===== src/rtl/score_arb_pkg.sv =====
// Shared types and default constants for the score event arbiter.
//   arb_state_e : arbiter FSM states (idle / offering an award)
//   DefNSrc, DefScoreW, DefPoints : default parameter values
package score_arb_pkg;

  localparam int unsigned DefNSrc   = 3;
  localparam int unsigned DefScoreW = 11;
  localparam int unsigned DefPoints = 1;

  typedef enum logic [0:0] {
    StIdle,
    StOffer
  } arb_state_e;

endpackage


===== src/rtl/score_event_arbiter_rr_pick.sv =====
// Combinational round-robin picker: returns the first asserted request at or after ptr,
// wrapping modulo N_SRC.
//   req     in  N_SRC  request vector
//   ptr     in  ID_W   starting index (must be < N_SRC)
//   gnt_id  out ID_W   index of the selected request (0 when none)
//   any_req out 1      at least one request asserted
module rr_pick #(
  parameter int unsigned N_SRC = 3,
  parameter int unsigned ID_W  = $clog2(N_SRC)
) (
  input  logic [N_SRC-1:0] req,
  input  logic [ID_W-1:0]  ptr,
  output logic [ID_W-1:0]  gnt_id,
  output logic             any_req
);

  // ptr and off are both below N_SRC, so one conditional subtract wraps the sum.
  function automatic logic [ID_W-1:0] wrap_idx(input int unsigned base, input int unsigned off);
    int unsigned sum;
    sum = base + off;
    if (sum >= N_SRC) begin
      sum = sum - N_SRC;
    end
    return ID_W'(sum);
  endfunction

  logic [ID_W-1:0] cand;

  always_comb begin
    gnt_id  = '0;
    any_req = 1'b0;
    cand    = '0;
    for (int unsigned k = 0; k < N_SRC; k++) begin
      cand = wrap_idx(32'(ptr), k);
      if (!any_req && req[cand]) begin
        any_req = 1'b1;
        gnt_id  = cand;
      end
    end
  end

endmodule


===== src/rtl/score_event_arbiter.sv =====
// Serialises per-source scoring events into one award at a time towards a shared
// score accumulator. Each source may score once per round; sources are served
// round-robin and each award is delivered with a valid/ready handshake.
//   Clk          in  1        system clock
//   Reset        in  1        asynchronous active-high reset
//   clear        in  1        synchronous round clear (overrides all other events)
//   enable       in  1        playing phase; gates latching of hits and new offers
//   hit          in  N_SRC    level-sensitive scoring request per source
//   award_ready  in  1        downstream accepts the current award
//   award_valid  out 1        award offered
//   award_id     out ID_W     source index of the offered award
//   score        out SCORE_W  saturating accumulated score for this round
//   claimed      out N_SRC    per-source already-scored flags
//   all_claimed  out 1        every source has scored
module score_event_arbiter
  import score_arb_pkg::*;
#(
  parameter int unsigned N_SRC   = DefNSrc,
  parameter int unsigned SCORE_W = DefScoreW,
  parameter int unsigned POINTS  = DefPoints,
  localparam int unsigned ID_W   = $clog2(N_SRC)
) (
  input  logic               Clk,
  input  logic               Reset,
  input  logic               clear,
  input  logic               enable,
  input  logic [N_SRC-1:0]   hit,
  input  logic               award_ready,
  output logic               award_valid,
  output logic [ID_W-1:0]    award_id,
  output logic [SCORE_W-1:0] score,
  output logic [N_SRC-1:0]   claimed,
  output logic               all_claimed
);

  // Extra headroom so score + POINTS can never wrap before the saturation compare.
  localparam int unsigned SumW = SCORE_W + 32;
  localparam logic [SumW-1:0] ScoreMax = SumW'({SCORE_W{1'b1}});

  arb_state_e         state_q, state_d;
  logic [N_SRC-1:0]   pending_q, pending_d;
  logic [N_SRC-1:0]   claimed_q, claimed_d;
  logic [ID_W-1:0]    rr_ptr_q, rr_ptr_d;
  logic [ID_W-1:0]    award_id_q, award_id_d;
  logic [SCORE_W-1:0] score_q, score_d;

  logic [ID_W-1:0]    pick_id;
  logic               pick_any;
  logic               accept;
  logic [N_SRC-1:0]   set_mask;
  logic [SumW-1:0]    score_sum;
  logic [SCORE_W-1:0] score_sat;

  rr_pick #(
    .N_SRC (N_SRC),
    .ID_W  (ID_W)
  ) u_rr_pick (
    .req     (pending_q),
    .ptr     (rr_ptr_q),
    .gnt_id  (pick_id),
    .any_req (pick_any)
  );

  assign accept    = (state_q == StOffer) && award_ready;
  assign score_sum = SumW'(score_q) + SumW'(POINTS);
  assign score_sat = (score_sum > ScoreMax) ? {SCORE_W{1'b1}} : score_sum[SCORE_W-1:0];

  always_comb begin
    state_d    = state_q;
    pending_d  = pending_q;
    claimed_d  = claimed_q;
    rr_ptr_d   = rr_ptr_q;
    award_id_d = award_id_q;
    score_d    = score_q;
    set_mask   = hit & ~claimed_q & {N_SRC{enable}};

    if (clear) begin
      state_d    = StIdle;
      pending_d  = '0;
      claimed_d  = '0;
      rr_ptr_d   = '0;
      award_id_d = '0;
      score_d    = '0;
    end else begin
      // The accepted source becomes claimed on this edge, so its own hit must not re-latch.
      if (accept) begin
        set_mask[award_id_q] = 1'b0;
      end
      pending_d = pending_q | set_mask;

      unique case (state_q)
        StIdle: begin
          if (enable && pick_any) begin
            award_id_d = pick_id;
            state_d    = StOffer;
          end
        end
        StOffer: begin
          if (accept) begin
            pending_d[award_id_q] = 1'b0;
            claimed_d[award_id_q] = 1'b1;
            score_d               = score_sat;
            rr_ptr_d              = (award_id_q == ID_W'(N_SRC - 1)) ? '0
                                                                      : award_id_q + ID_W'(1);
            state_d               = StIdle;
          end
        end
        default: state_d = StIdle;
      endcase
    end
  end

  always_ff @(posedge Clk or posedge Reset) begin
    if (Reset) begin
      state_q    <= StIdle;
      pending_q  <= '0;
      claimed_q  <= '0;
      rr_ptr_q   <= '0;
      award_id_q <= '0;
      score_q    <= '0;
    end else begin
      state_q    <= state_d;
      pending_q  <= pending_d;
      claimed_q  <= claimed_d;
      rr_ptr_q   <= rr_ptr_d;
      award_id_q <= award_id_d;
      score_q    <= score_d;
    end
  end

  assign award_valid = (state_q == StOffer);
  assign award_id    = award_id_q;
  assign score       = score_q;
  assign claimed     = claimed_q;
  assign all_claimed = &claimed_q;

endmodule

===== config.mk =====
export PLATFORM = sky130hd
export DESIGN_NAME = score_event_arbiter
export DESIGN_NICKNAME = d
export VERILOG_FILES = /design/src/rtl/score_arb_pkg.sv /design/src/rtl/score_event_arbiter_rr_pick.sv /design/src/rtl/score_event_arbiter.sv
export SDC_FILE = /design/constraint.sdc
export NUM_CORES = 1
export LEC_CHECK = 0
export ABC_AREA = 1
export CORE_AREA = 2 2 66 68
export CTS_BUF_LIST = sky130_fd_sc_hd__clkbuf_8
export CTS_CLUSTER_SIZE = 16
export DETAILED_ROUTE_END_ITERATION = 7
export DIE_AREA = 0 0 68 70
export MAX_ROUTING_LAYER = met4
export SLEW_MARGIN = 10
export SYNTH_ARGS = -nofsm -noshare
export SYNTH_HDL_FRONTEND = slang
export SYNTH_SLANG_ARGS = --single-unit

===== constraint.sdc =====
create_clock -name Clk -period 2.8 [get_ports Clk]
set_input_delay 0.28 -clock Clk [delete_from_list [all_inputs] [get_ports Clk]]
set_output_delay 0.28 -clock Clk [all_outputs]
set_load 0.005 [all_outputs]

Yosys cells after proc, flatten, opt, wreduce, memory -nomap -nowiden --
Index checks and enable logic that the tools add are counted.
Operators by class: add/subtract/negate cells 7, $lt $le $gt $ge 9, equal/unequal tests 2, shifts and indexed selects 0, multiplexer cells 40, bitwise operators 9, multipliers 0, div/mod/pow operators 0, reduce and logical (&&, ||, !) cells 13
Operators with widths (count):
- $mux 11 | 4
- $mux 2 | 13
- $mux 3 | 8
- $add 11x1->12 const B | 1
- $and 3x3->3 | 4
- $gt 12x11->1 const B | 1
- $lt 2x3->1 const B | 4
- $mux 1 | 10
- $bmux 1 s2 | 3
- $ge 3x2->1 const B | 2
- $not 3->3 | 2
- $or 3x3->3 | 2
- $reduce_bool 2->1 | 3
- $sub 2x2->2 const B | 3
- $logic_and 1x1->1 | 5
- $reduce_and 2->1 | 2
- $add 2x1->3 const B | 1
- $add 2x2->3 const B | 1
- $reduce_and 3->1 | 1
- $add 2x1->2 const B | 1
- $demux 1 s2 | 1
- $eq 2x2->1 const B | 1
- $ge 2x1->1 const B | 1
- $ge 2x2->1 const B | 1
- other kinds (4) | 5
Storage, ports and cells: logic and storage cells 86, bits in read-only memories 0, input port bits 8, memory bits (writable) 0, output and inout bits 18, bits in latches 0, memories 0, register bits after elaboration 22

Depth between registers and ports, before layout --
depth after elaboration 15, depth in mapped cells 11

Modules after synthesis --
From an unflattened synthesis, not the netlist that was laid out.
Unflattened totals: cells, all modules 205, area total of the unflattened synthesis 1437.6 um2
By module, submodules not included:
- score_event_arbiter | cells an instance 154, area each 1197.4 um2, times used 1
- rr_pick | cells an instance 51, area each 240.2 um2, times used 1

Worst setup path after synthesis --
Ideal clock, no wire load.
path kind reg-to-reg, start register rr_ptr_q[0], end register award_id_q[0] (netlist: award_id[0]), data arrival time 1.383 ns, path slack 1.299 ns, stages on the path, launching flop included 12, required time 2.683 ns, clock period less this slack 1.501 ns, buffers on the path 0, path through dfrtp_1 inv_1 ha_1 inv_2 nand2_1 nand3_2 nand2_2 nand3_2 nor2_1 nor2_1 nand2_1 nand2_1
Between the ends: word-level cells in the longest chain between the ends 14, elaborated cells between the ends (all ways) 33, classes of those cells add/sub (5); order compare (3); mux (18); reduce/logical (7)
Ends and longest elaborated chain:
- start: declaration | RTL line score_event_arbiter.sv:43 | logic [ID_W-1:0] rr_ptr_q, rr_ptr_d;
- start signal: assignment | RTL line score_event_arbiter.sv:125 | rr_ptr_q <= rr_ptr_d;
- branches (longest 14 deep; another with $add 2x1->3)
- end signal: assignment | RTL line score_event_arbiter.sv:126 | award_id_q <= award_id_d;
- end: declaration | RTL line score_event_arbiter.sv:44 | logic [ID_W-1:0] award_id_q, award_id_d;
Parallel ways; which one is timed is not known. The select of a mux whose other input is x is not followed. A chain may end at the register's enable or synchronous reset.

Worst setup path after layout --
start input port clear, end register score_q[9] (netlist: score[9])
Between the ends: word-level cells in the longest chain between the ends 2, elaborated cells between the ends (all ways) 4, classes of those cells mux (1); reduce/logical (3)
Ends and longest elaborated chain:
- start: declaration | RTL line score_event_arbiter.sv:25 | input logic clear,
- $reduce_bool 2->1 (no source line)
- $reduce_and 2->1 (no source line)
- end signal: assignment | RTL line score_event_arbiter.sv:127 | score_q <= score_d;
- end: declaration | RTL line score_event_arbiter.sv:45 | logic [SCORE_W-1:0] score_q, score_d;
Several ways; a longest one is shown, not always the timed one.

==> impl_metrics.csv <==
group,metric,value,unit
final_layout,final_common_cell,"nand2_1",
sta,timing.hold.ws,488.1,ps
cts,clock_path_buffers,2,
pwr,power.density,402.3,nW/um^2
placement,io_buffers,25,
critical_path,cp.arrival,1870,ps
critical_path,crit_cells,4,
critical_path,crit_path_start,"clear",
detailed_routing,ant_nets,0,
detailed_routing,dr.pass1.iters,4,
cts,hold_buffers,0,
synthesis,synthFlopType,"dfrtp_1",
final_layout,layout_common_cells,"nand2_1, nand3_1, inv_1",
critical_path,timing.rr.end,"award_id[1]",
critical_path,path_cells,"clkdlybuf4s50_1, clkinv_1, nand2_1, o21ai_0",
pwr,ir_drop,166.4,uV
critical_path,critPathMaxStageDelay,760,ps
hold_path,worstHoldPathType,"in -> async",
sta,max_slew_margin,45.30,%
critical_path,critPathLaunchType,"input port",
cts,postCtsResizedCells,0,
synthesis,syn-cell-area,1380,sq um
final_layout,drive_gt1_share,9.005,%
cts,post_cts_buffers,0,
detailed_routing,drc,0,
floorplanning,chipHeight,70,um
critical_path,cp_max_fo,11,
sta,finalSetupTns,0,ps
synthesis,synth.avg_cell_area,7.460,sq um
synthesis,yosys.area.top_type_share,39.89,%
synthesis,synth.distinct_cells,27,
cts,h-tree-depth,1,
sta,timing.fmax,572.8,MHz
detailed_routing,vias,1245,
status,status,"complete, no violations",
cts,clock_latency,250,ps
critical_path,r2r_start,"rr_ptr_q[0]",
sta,finClkSkew,3.150,ps
sta,tightest_slew,819.6,ps
final_layout,multi_input_area,703.2,sq um
placement,dp_hpwl,2.403,mm
floorplanning,io_pins,26,
critical_path,crit_type,"in -> reg",
global_routing,grt_max_degree,23,
detailed_routing,routed_wl,3.102,mm
critical_path,crit_required,2930,ps
placement,globalplace.congestion,0.8200,
final_layout,final-seq-area,550.5,sq um
critical_path,cp-end-kind,"flop",
cts,root_buffer,"clkbuf_8",
synthesis,ys_seq_area_share,39.89,%
floorplanning,rows,24,
pwr,leakagePower,0.8092,nW
floorplanning,start_util,33.30,%
global_routing,first_global_vias,1146,
cts,cts_buffers,3,
critical_path,r2r_cells,11,
floorplanning,die_area,4760,sq um
sta,finalHoldViolCount,0,
detailed_routing,first_iter_violations,78,
global_routing,grt_antenna_before_repair,0,
cts,clkSinkCount,22,
sta,grt_setup_unrepaired,"no",
synthesis,synth_top_area_cell,"dfrtp_1",
detailed_routing,post_drt_wl_per_cell,11.79,um
final_layout,diodes,0,
floorplanning,core-area,4144,sq um
job,drv_cap,0,
sta,setup_viol,0,
detailed_routing,avgViaCountPerCell,4.734,
cts,path_clk_slew,70,ps
cts,tritoncts,"built",
synthesis,ys_seq_elements,22,
global_routing,grt_use_total,14.74,%
sta,drv_slew,0,
global_routing,grt_pass1_wl,5.292,mm
final_layout,nFillCells,440,
critical_path,path_buf_inv,2,
synthesis,synth_nets,198,
global_routing,overflow,0,
synthesis,synth_edf_count,0,
synthesis,synth_area_leaders,"dfrtp_1, nand2_1, nand3_1",
synthesis,ys_warn_count,0,
floorplanning,die_w,68,um
sta,layout_min_cycle_time,1746,ps
critical_path,crit_family,"buffers and inverters",
critical_path,reg2reg_slack,1090,ps
sta,period_share,62.35,%
final_layout,area_delta_synth_final,25.11,%
final_layout,finalNetCount,226,
critical_path,endpoint,"score[9]",
synthesis,synthCells,185,
synthesis,async_reset_ff_share,100.0,%
critical_path,critical-path-slowest-cell,"clkdlybuf4s50_1",
[synth_stat cells, types with 2 or more instances]
master and instances:
a211oi_1 3, a21oi_1 3, buf_2 2, dfrtp_1 22
ha_1 5, inv_1 27, inv_2 3, nand2_1 42
nand2_2 3, nand3_1 28, nand3_2 5, nand4_1 2
nor2_1 14, nor2_2 2, nor3_1 2, o21ai_0 9
o21ai_1 2, o22ai_1 2
[metrics by stage]
step	area, sq um	utilization [%]	worst slack, ps	std cells	total power, mW
after floorplan	1380	-	1299	185	0.4577
after global placement	1685	40.67	857.0	260	0.5143
after detailed placement	1685	40.67	796.5	260	0.5149
after CTS	1727	41.67	1066	263	0.7032
after global routing	1727	41.67	894.8	263	0.7439
final	1727	41.67	1054	263	0.6947
[layout make-up]
type                    count  area share (%)
inverters                  31           6.739
repair buffers             25           14.49
flip-flops and latches     22           31.88
well taps                  52           3.768
clock buffers               3           2.391
multi-input cells         130           40.72
[registers in the layout, summed over array words and instances, names as in the netlist]
name	flops
award_id	2
award_valid	1
claimed	3
pending_q	3
rr_ptr_q	2
score	11
[power by group]
group	switching, mW	internal (mW)
clock network	0.0913	0.0956
logic	0.0926	0.0639
registers	0.0184	0.333
total	0.202	0.492
[worst min-delay path by stage]
| stage | startpoint | end | slack (ps) | cells past startpoint |
|---|---|---|---|---|
| after floorplan | Reset | award_id[0] | 270 | 1 |
| after global placement | claimed[1] | claimed[1] | 520 | 2 |
| after detailed placement | claimed[1] | claimed[1] | 530 | 2 |
| after CTS | Reset | claimed[1] | 540 | 2 |
| after global routing | Reset | score[4] | 580 | 2 |
| final | Reset | claimed[1] | 490 | 2 |
[layer usage]
layer | vias up | global-route usage, % | share of wire [%]
li1 | 657 | - | -
met1 | 568 | 20.86 | 49
met2 | 18 | 22.33 | 47
met3 | 2 | 2.093 | 2.9
met4 | 0 | 3.333 | 1.0
met5 | - | - | 0
[logic make-up after synthesis]
kind of cell / synth area share [%]
AND/OR/NAND/NOR: 34.63
buffers and inverters: 9.157
AO/OA/AOI/OAI: 10.52
flip-flops: 39.89
adder cells (fa/ha/maj): 4.533
XOR/XNOR: 1.269
(Power assumes the default switching activity.)
